===== config.mk =====
export PLATFORM = sky130hd
export DESIGN_NAME = irq_controller
export DESIGN_NICKNAME = d
export VERILOG_FILES = /design/src/rtl/irq_controller.sv
export SDC_FILE = /design/constraint.sdc
export NUM_CORES = 1
export LEC_CHECK = 0
export ABC_AREA = 1
export CORE_ASPECT_RATIO = 1.5
export CORE_MARGIN = 10
export CORE_UTILIZATION = 47
export DETAILED_ROUTE_END_ITERATION = 16
export GPL_ROUTABILITY_DRIVEN = 0
export PLACE_DENSITY = 0.8
export SLEW_MARGIN = 0
export SYNTH_ARGS = -nofsm -noshare
export SYNTH_HDL_FRONTEND = slang
export SYNTH_SLANG_ARGS = --single-unit

===== constraint.sdc =====
create_clock -name clk_i -period 1.4 [get_ports clk_i]
set_input_delay 0.28 -clock clk_i [delete_from_list [all_inputs] [get_ports clk_i]]
set_output_delay 0.28 -clock clk_i [all_outputs]
set_load 0.005 [all_outputs]

===== src/rtl/irq_controller.sv =====
// External interrupt controller: synchronises sources, latches them as pending and
// presents the lowest-numbered enabled one to the core on meip_o until claimed.
module irq_controller #(
    parameter int          NUM_SRC   = 8,
    parameter logic [10:0] BASE_ADDR = 11'h700
) (
    input  logic               clk_i,
    input  logic               reset_i,
    input  logic [NUM_SRC-1:0] irq_src_i,
    input  logic               irq_ack_i,
    output logic               meip_o,
    input  logic [10:0]        addr_i,
    input  logic               wen_i,
    input  logic [3:0]         wmask_i,
    input  logic [31:0]        data_i,
    output logic [31:0]        data_o
);
    typedef enum logic [1:0] {S_IDLE, S_ASSERT, S_IN_SERVICE} state_e;

    state_e             state_q, state_d;
    logic [NUM_SRC-1:0] sync1_q, sync2_q, prev_q;
    logic [NUM_SRC-1:0] pending_q, pending_d;
    logic [NUM_SRC-1:0] enable_q, enable_d;
    logic [NUM_SRC-1:0] trigger_q, trigger_d;
    logic [4:0]         claim_q, claim_d;
    logic [31:0]        data_q, data_d;

    logic               in_win, wr_ok, wr_pend, wr_en, wr_trig, wr_claim;
    logic [NUM_SRC-1:0] act, edge_set, clr, sel_oh;
    logic               sel_vld, ack_take;
    logic [4:0]         sel_id;
    logic               unused_data;

    assign unused_data = ^data_i;

    // Window decode: 16-byte aligned, only full-word aligned writes land.
    assign in_win   = (addr_i[10:4] == BASE_ADDR[10:4]);
    assign wr_ok    = !wen_i && in_win && (addr_i[1:0] == 2'b00) && (wmask_i == 4'b1111);
    assign wr_pend  = wr_ok && (addr_i[3:2] == 2'd0);
    assign wr_en    = wr_ok && (addr_i[3:2] == 2'd1);
    assign wr_trig  = wr_ok && (addr_i[3:2] == 2'd2);
    assign wr_claim = wr_ok && (addr_i[3:2] == 2'd3);

    assign act      = pending_q & enable_q;
    assign edge_set = sync2_q & ~prev_q;

    always_comb begin
        sel_vld = 1'b0;
        sel_id  = '0;
        sel_oh  = '0;
        for (int i = NUM_SRC - 1; i >= 0; i--) begin
            if (act[i]) begin
                sel_vld   = 1'b1;
                sel_id    = 5'(i + 1);
                sel_oh    = '0;
                sel_oh[i] = 1'b1;
            end
        end
    end

    assign ack_take = (state_q == S_ASSERT) && irq_ack_i && sel_vld;
    assign clr      = (wr_pend ? data_i[NUM_SRC-1:0] : '0) | (ack_take ? sel_oh : '0);

    // Edge sources: set beats clear. Level sources simply follow the synchronised line.
    assign pending_d = (trigger_q & ((pending_q & ~clr) | edge_set)) | (~trigger_q & sync2_q);
    assign enable_d  = wr_en   ? data_i[NUM_SRC-1:0] : enable_q;
    assign trigger_d = wr_trig ? data_i[NUM_SRC-1:0] : trigger_q;

    always_comb begin
        state_d = state_q;
        claim_d = claim_q;
        case (state_q)
            S_IDLE: if (|act) state_d = S_ASSERT;
            S_ASSERT: begin
                if (!sel_vld) begin
                    state_d = S_IDLE;
                end else if (irq_ack_i) begin
                    claim_d = sel_id;
                    state_d = S_IN_SERVICE;
                end
            end
            S_IN_SERVICE: begin
                if (wr_claim && (data_i[4:0] == claim_q)) begin
                    claim_d = '0;
                    state_d = S_IDLE;
                end
            end
            default: state_d = S_IDLE;
        endcase
    end

    always_comb begin
        data_d = '0;
        if (in_win) begin
            case (addr_i[3:2])
                2'd0:    data_d = 32'(pending_q);
                2'd1:    data_d = 32'(enable_q);
                2'd2:    data_d = 32'(trigger_q);
                default: data_d = 32'(claim_q);
            endcase
        end
    end

    always_ff @(posedge clk_i or negedge reset_i) begin
        if (!reset_i) begin
            state_q   <= S_IDLE;
            sync1_q   <= '0;
            sync2_q   <= '0;
            prev_q    <= '0;
            pending_q <= '0;
            enable_q  <= '0;
            trigger_q <= '0;
            claim_q   <= '0;
            data_q    <= '0;
        end else begin
            state_q   <= state_d;
            sync1_q   <= irq_src_i;
            sync2_q   <= sync1_q;
            prev_q    <= sync2_q;
            pending_q <= pending_d;
            enable_q  <= enable_d;
            trigger_q <= trigger_d;
            claim_q   <= claim_d;
            data_q    <= data_d;
        end
    end

    assign meip_o = (state_q == S_ASSERT);
    assign data_o = data_q;

endmodule


* Word-level counts from Yosys, hierarchy flattened
Index checks and enable logic that the tools add are counted.
** Storage, ports and cells
- Flip-flop bits (word level) :: 87
- Output and inout port bits :: 33
- Word-level logic and storage cells :: 88
** Cells by class
- Equal/unequal tests :: 13
- Muxes and demuxes :: 37
- Bitwise logic cells :: 11
- Reduce and logical (&&, ||, !) cells :: 18
** Operators with widths (count)
- $mux 8 :: 11
- $mux 5 :: 10
- $and 8x8->8 :: 5
- $not 8->8 :: 3
- $or 8x8->8 :: 3
- $pmux 8 s3 :: 1
- $logic_and 1x1->1 :: 10
- $pmux 5 s2 :: 1
- $mux 1 :: 8
- $mux 2 :: 4
- $reduce_or 8->1 :: 1
- $eq 7x7->1 const B :: 1
- $eq 2x2->1 const B :: 3
- $logic_not 2->1 :: 3
- $ne 2x2->1 const B :: 3
- $pmux 2 s3 :: 1
- $eq 5x5->1 :: 1
- $eq 2x1->1 const B :: 2
- $eq 4x4->1 const B :: 1
- $mux 4 :: 1
- $reduce_and 4->1 :: 1
- $ne 3x3->1 const B :: 1
- $reduce_and 3->1 :: 1
- $ne 2x1->1 const B :: 1
- 2 further kinds :: 2

* Logic depth before layout (Yosys ltp)
- Depth in word-level cells :: 17
- Depth in mapped cells :: 10
- Gate-level depth less buffers :: 9

* Worst setup path before layout
No wires, ideal clock.
- Path kind :: input to register
- Start point :: input port addr_i[7]
- End point :: register trigger_q[7]
- Data arrival time :: 1094 ps
- Required time :: 1282 ps
- Setup slack :: 188 ps
- Stages on the path :: 9
- Path through :: nor2_1 nand2_2 nor2_8 nand2_4 clkinv_4 nand2_4 buf_6 nand2_1 o21ai_2
** Between the ends
- Longest elaborated chain between the ends :: 5
** Ends and longest elaborated chain
- start: declaration :: line 12 : input logic [10:0] addr_i,
- $eq 7x7->1 :: line 37 : assign in_win = (addr_i[10:4] == BASE_ADDR[10:4]);
- $logic_and 1x1->1 (3 in a row) :: line 38 : assign wr_ok = !wen_i && in_win && (addr_i[1:0] == 2'b00) && (wmask_i == 4'b1111);
- $logic_and 1x1->1 :: line 41 : assign wr_trig = wr_ok && (addr_i[3:2] == 2'd2);
- end signal: assignment :: line 122 : trigger_q <= trigger_d;
- end: declaration :: line 24 : logic [NUM_SRC-1:0] trigger_q, trigger_d;
No other way between the ends.
A chain may end at the register's enable or synchronous reset.

* Final worst setup path
- Start point :: register claim_q[3]
- End point :: register claim_q[2]
** Between the ends
- Longest elaborated chain between the ends :: 4
** Ends and longest elaborated chain
- start: declaration :: line 25 : logic [4:0] claim_q, claim_d;
- start signal: assignment :: line 123 : claim_q <= claim_d;
- $eq 5x5->1 :: line 83 : if (wr_claim && (data_i[4:0] == claim_q)) begin
- $logic_and 1x1->1 :: line 83
- $ne 2x2->1 (no source line)
- $reduce_and 4->1 (no source line)
No other way between the ends.

==> key figures <==
Run status
  • Status: complete, but fails checks
  • Failing checks: negative setup slack

Logic synthesis
  • Synth Cell Area: approximately 3000 um^2
  • Synth area leader: dfrtp_1
  • Largest family of logic cells by synthesized area: simple AND/OR/NAND/NOR gates
  • Seq cells post-synth: 62
  • YS warnings: 0
  • Simple-gate share of the synthesized area: 27.8%
  • Synth Instances: 330
  • Compound-Gate Fraction of Synth Area: 9.46%
  • Xor and xnor area share after synthesis: 0.291%
  • Mean Syn Cell Area: 9.13 um^2
  • Ranking of synthesized cells by area: dfrtp_1 (51%), nand2_1 (14%), buf_4 (6.2%)
  • Top-area cell type share of the netlist area: 51.5%
  • Adder-cell share of the synthesized area: 0%
  • Multiplexer share of the synthesized area: 0%
  • Yosys cell types: 30
  • Post-synthesis sequential area ratio: 51.5%

Final layout
  • FILL cells: 481
  • Most common cell after layout, fill and taps aside: nand2_1
  • Total area of sequential cells: 1550 um^2
  • Area of the multi-input gates: 1310 um^2
  • Commonest cells after routing, fill and taps aside: nand2_1 (100), dfrtp_1 (62), buf_4 (38), conb_1 (24), inv_1 (21)
  • Nets@finish: 479
  • Area growth syn-to-layout: 34.0%
  • Ratio of cells with drive above 1 in the final layout: 29.2%
  • Fin cells: around 500
  • Antenna Cells: 0

STA
  • Final WS setup: -0.0156 ns
  • Final Skew: 0.00585 ns
  • Fmax: 0.706 GHz
  • Final Setup Violations: 1
  • Period minus WS final: between 1 and 1.5 ns
  • Max Slew Vio Count: 0
  • Hold WS: roughly 0.35 ns
  • Tcrit/Tclk final: 101%
  • Final hold viol count: 0
  • Unrepaired setup endpoints after global routing: yes

Global routing
  • Total gr overflow: 0
  • Vias in the first global route: 2564
  • Tot GR Track Use: 14.1%
  • Antenna violations before repair: 0
  • Largest net degree at the start of global routing: 63
  • First-pass GRT wire length: 11600 um

Worst setup path
  • CP required: 1.63 ns
  • Slowest stage cell, crit path: dfrtp_1
  • CP Launch Type: flip-flop
  • Worst-path cell chain: xnor2_1 > nand3_2 > o21bai_4 > nand3_4 > nand2_1 > nand2_1
  • Crit path from: claim_q[3]
  • Crit end category: flip-flop
  • Kind of critical path: flip-flop to flip-flop
  • Reg2reg start: claim_q[3]
  • Critical path fanouts, max: 4
  • Slowest cell delay on critical path: about 0.44 ns
  • CP arrival: 1.64 ns
  • Top cell by count, worst path: nand2_1

Placed design
  • DPL Wire Length: 5260 um
  • Cells after DPL: 471
  • Post-place setup slack: -0.441 ns
  • I/O Buffers: 43

CTS
  • Clk buf depth: 2
  • TritonCTS clock tree: yes
  • TritonCTS sink count: 62
  • Clock transition at path regs: about 0.070 ns
  • Latest clock arrival within the worst-skew pair: 0.34 ns
  • Root Buffer: clkbuf_8
  • Num CTS Buffers: 9
  • H-tree lvl count: 3

Drt
  • Drt drc: 0
  • Iter 0 DRT Violations: 219
  • Routed via count: between 2000 and 2500
  • Vias per Instance: roughly 5
  • Antenna viol nets, final: 0
  • Post-Route WL: 7200 um
  • DRT Pass-1 Iters: 4
  • Wirelength per Cell: approximately 14 um

Power and ir drop
  • Sw power: 0.000854 W
  • Pwr Total: a little under 0.004 W
  • Max VDD drop: 0.667 mV
  • Clock power share: 44.4%
  • Seq pwr share: 48.1%
  • Internal Power: roughly 0.0030 W
  • PwrDens: about 960 nW/um^2
  • Sw Ratio: about 22%
  • Comb power frac: 7.5%
  • Leakage power total: 2.12 nW

Floorplanning
  • # IOs: 92
  • Starting Density: 48.8%
  • Core Footprint: 6170 um^2
  • Chip Width: 85.4 um
  • Die Area: 10100 um^2
  • Row cnt: 35
  • DIE HEIGHT: 118 um

Hold path
  • Worst min path class: flip-flop to flip-flop
  • Worst Min Path Start: sync1_q[2]

Job
  • Maximum capacitance violations: 0
-- routing by layer --
| layer | GRT usage (%) | part of all wire [%] | wire [um] | vias up |
|---|---|---|---|---|
| met5 | 0 | 0 | 0 | - |
| met3 | 5.19 | 7.7 | 551 | 29 |
| li1 | - | - | - | 1188 |
| met1 | 14.4 | 37 | 2680 | 1156 |
| met2 | 23.3 | 50 | 3600 | 105 |
| met4 | 9.40 | 4.9 | 356 | 0 |
-- final timing paths --
path	endpoint	slack [ns]	cells after the start
worst max-delay path	claim_q[2]	-0.02	6
worst min-delay path	sync2_q[2]	0.35	0
worst max register to register	claim_q[2]	-0.02	6
worst min register to register	sync2_q[2]	0.35	0
max in group asynchronous	data_o[7]	0.66	3
min in group asynchronous	data_o[2]	0.47	3
-- synthesized netlist by cell type --
| master | n |
|---|---|
| nand4_1 | 6 |
| xnor2_1 | 1 |
| buf_6 | 3 |
| a21oi_1 | 2 |
| nand3_1 | 9 |
| nand2_2 | 5 |
| buf_4 | 25 |
| clkinv_4 | 1 |
| nor2_1 | 15 |
| conb_1 | 1 |
| and3_1 | 1 |
| o211ai_1 | 1 |
| nand3_4 | 2 |
| nor2_8 | 1 |
| nand2_4 | 4 |
| o21bai_4 | 1 |
| nand3b_1 | 3 |
| nand2_1 | 112 |
| inv_2 | 2 |
| nor3_2 | 2 |
| o21ai_0 | 11 |
| o21ai_1 | 2 |
| nor2_4 | 5 |
| inv_1 | 24 |
| a31oi_1 | 7 |
| nor2_2 | 1 |
| nor3_1 | 3 |
| dfrtp_1 | 62 |
| nand3_2 | 2 |
| o21ai_2 | 16 |
-- metrics by stage --
step / utilization, % / setup TNS [ns] / cell area (um^2)
2_1_floorplan: - / 0 / 3100
3_3_place_gp: 58.7 / -10.41 / 3630
3_5_place_dp: 58.7 / -11.28 / 3630
4_1_cts: 62.5 / 0 / 3860
5_1_grt: 65.4 / -0.442 / 4040
6_report: 65.4 / -0.0156 / 4040
-- power groups by stage --
stage                     combinational (W)  sequential, W  clock [W]
final                              0.000290        0.00186    0.00172
after global routing               0.000324        0.00187    0.00184
after CTS                          0.000287        0.00186    0.00176
after detailed placement           0.000286        0.00189          0
after global placement             0.000282        0.00189          0
after floorplan                    0.000143        0.00189          0
-- worst max-delay path: cells and delay by family, from the launching register on --
kind,cells,cell delay [ns]
compound gates,1,0.20
xor+xnor,1,0.25
flops,1,0.44
simple gates,4,0.42
-- layout make-up --
| cell class | instances | share of cell area (%) |
|---|---|---|
| clock buffers | 10 | 3.41 |
| well taps | 74 | 2.29 |
| repair buffers | 84 | 18.8 |
| multi-input cells | 236 | 32.4 |
| inverters | 27 | 2.63 |
| flip-flops and latches | 62 | 38.4 |
| clock inverters | 6 | 2.11 |
-- logic make-up (layout without fill, tap and decap cells) --
kind of cell	count (synthesis)	after routing
xor gates and xnor gates	1	1
DFF	62	62
other	1	24
buffers and inverters	55	127
AOI/OAI and AO/OA	40	40
and+or+nand+nor	171	171
-- what timing repair did --
action	4_1_cts	5_1_grt
buffers inserted	0	11
resized for setup	22	37
hold endpoints to repair	62	0
pin swaps	3	30
endpoints found under the setup margin	15	28
hold buffers	1	0
-- registers in the layout, indices dropped and copies added, names as in the netlist --
signal and count:
data_o 8, enable_q 8, sync1_q 8, trigger_q 8, claim_q 4, state_q 2, sync2_q 8, pending_q 8
prev_q 8
No activity file was read; power rests on OpenSTA's default activity.
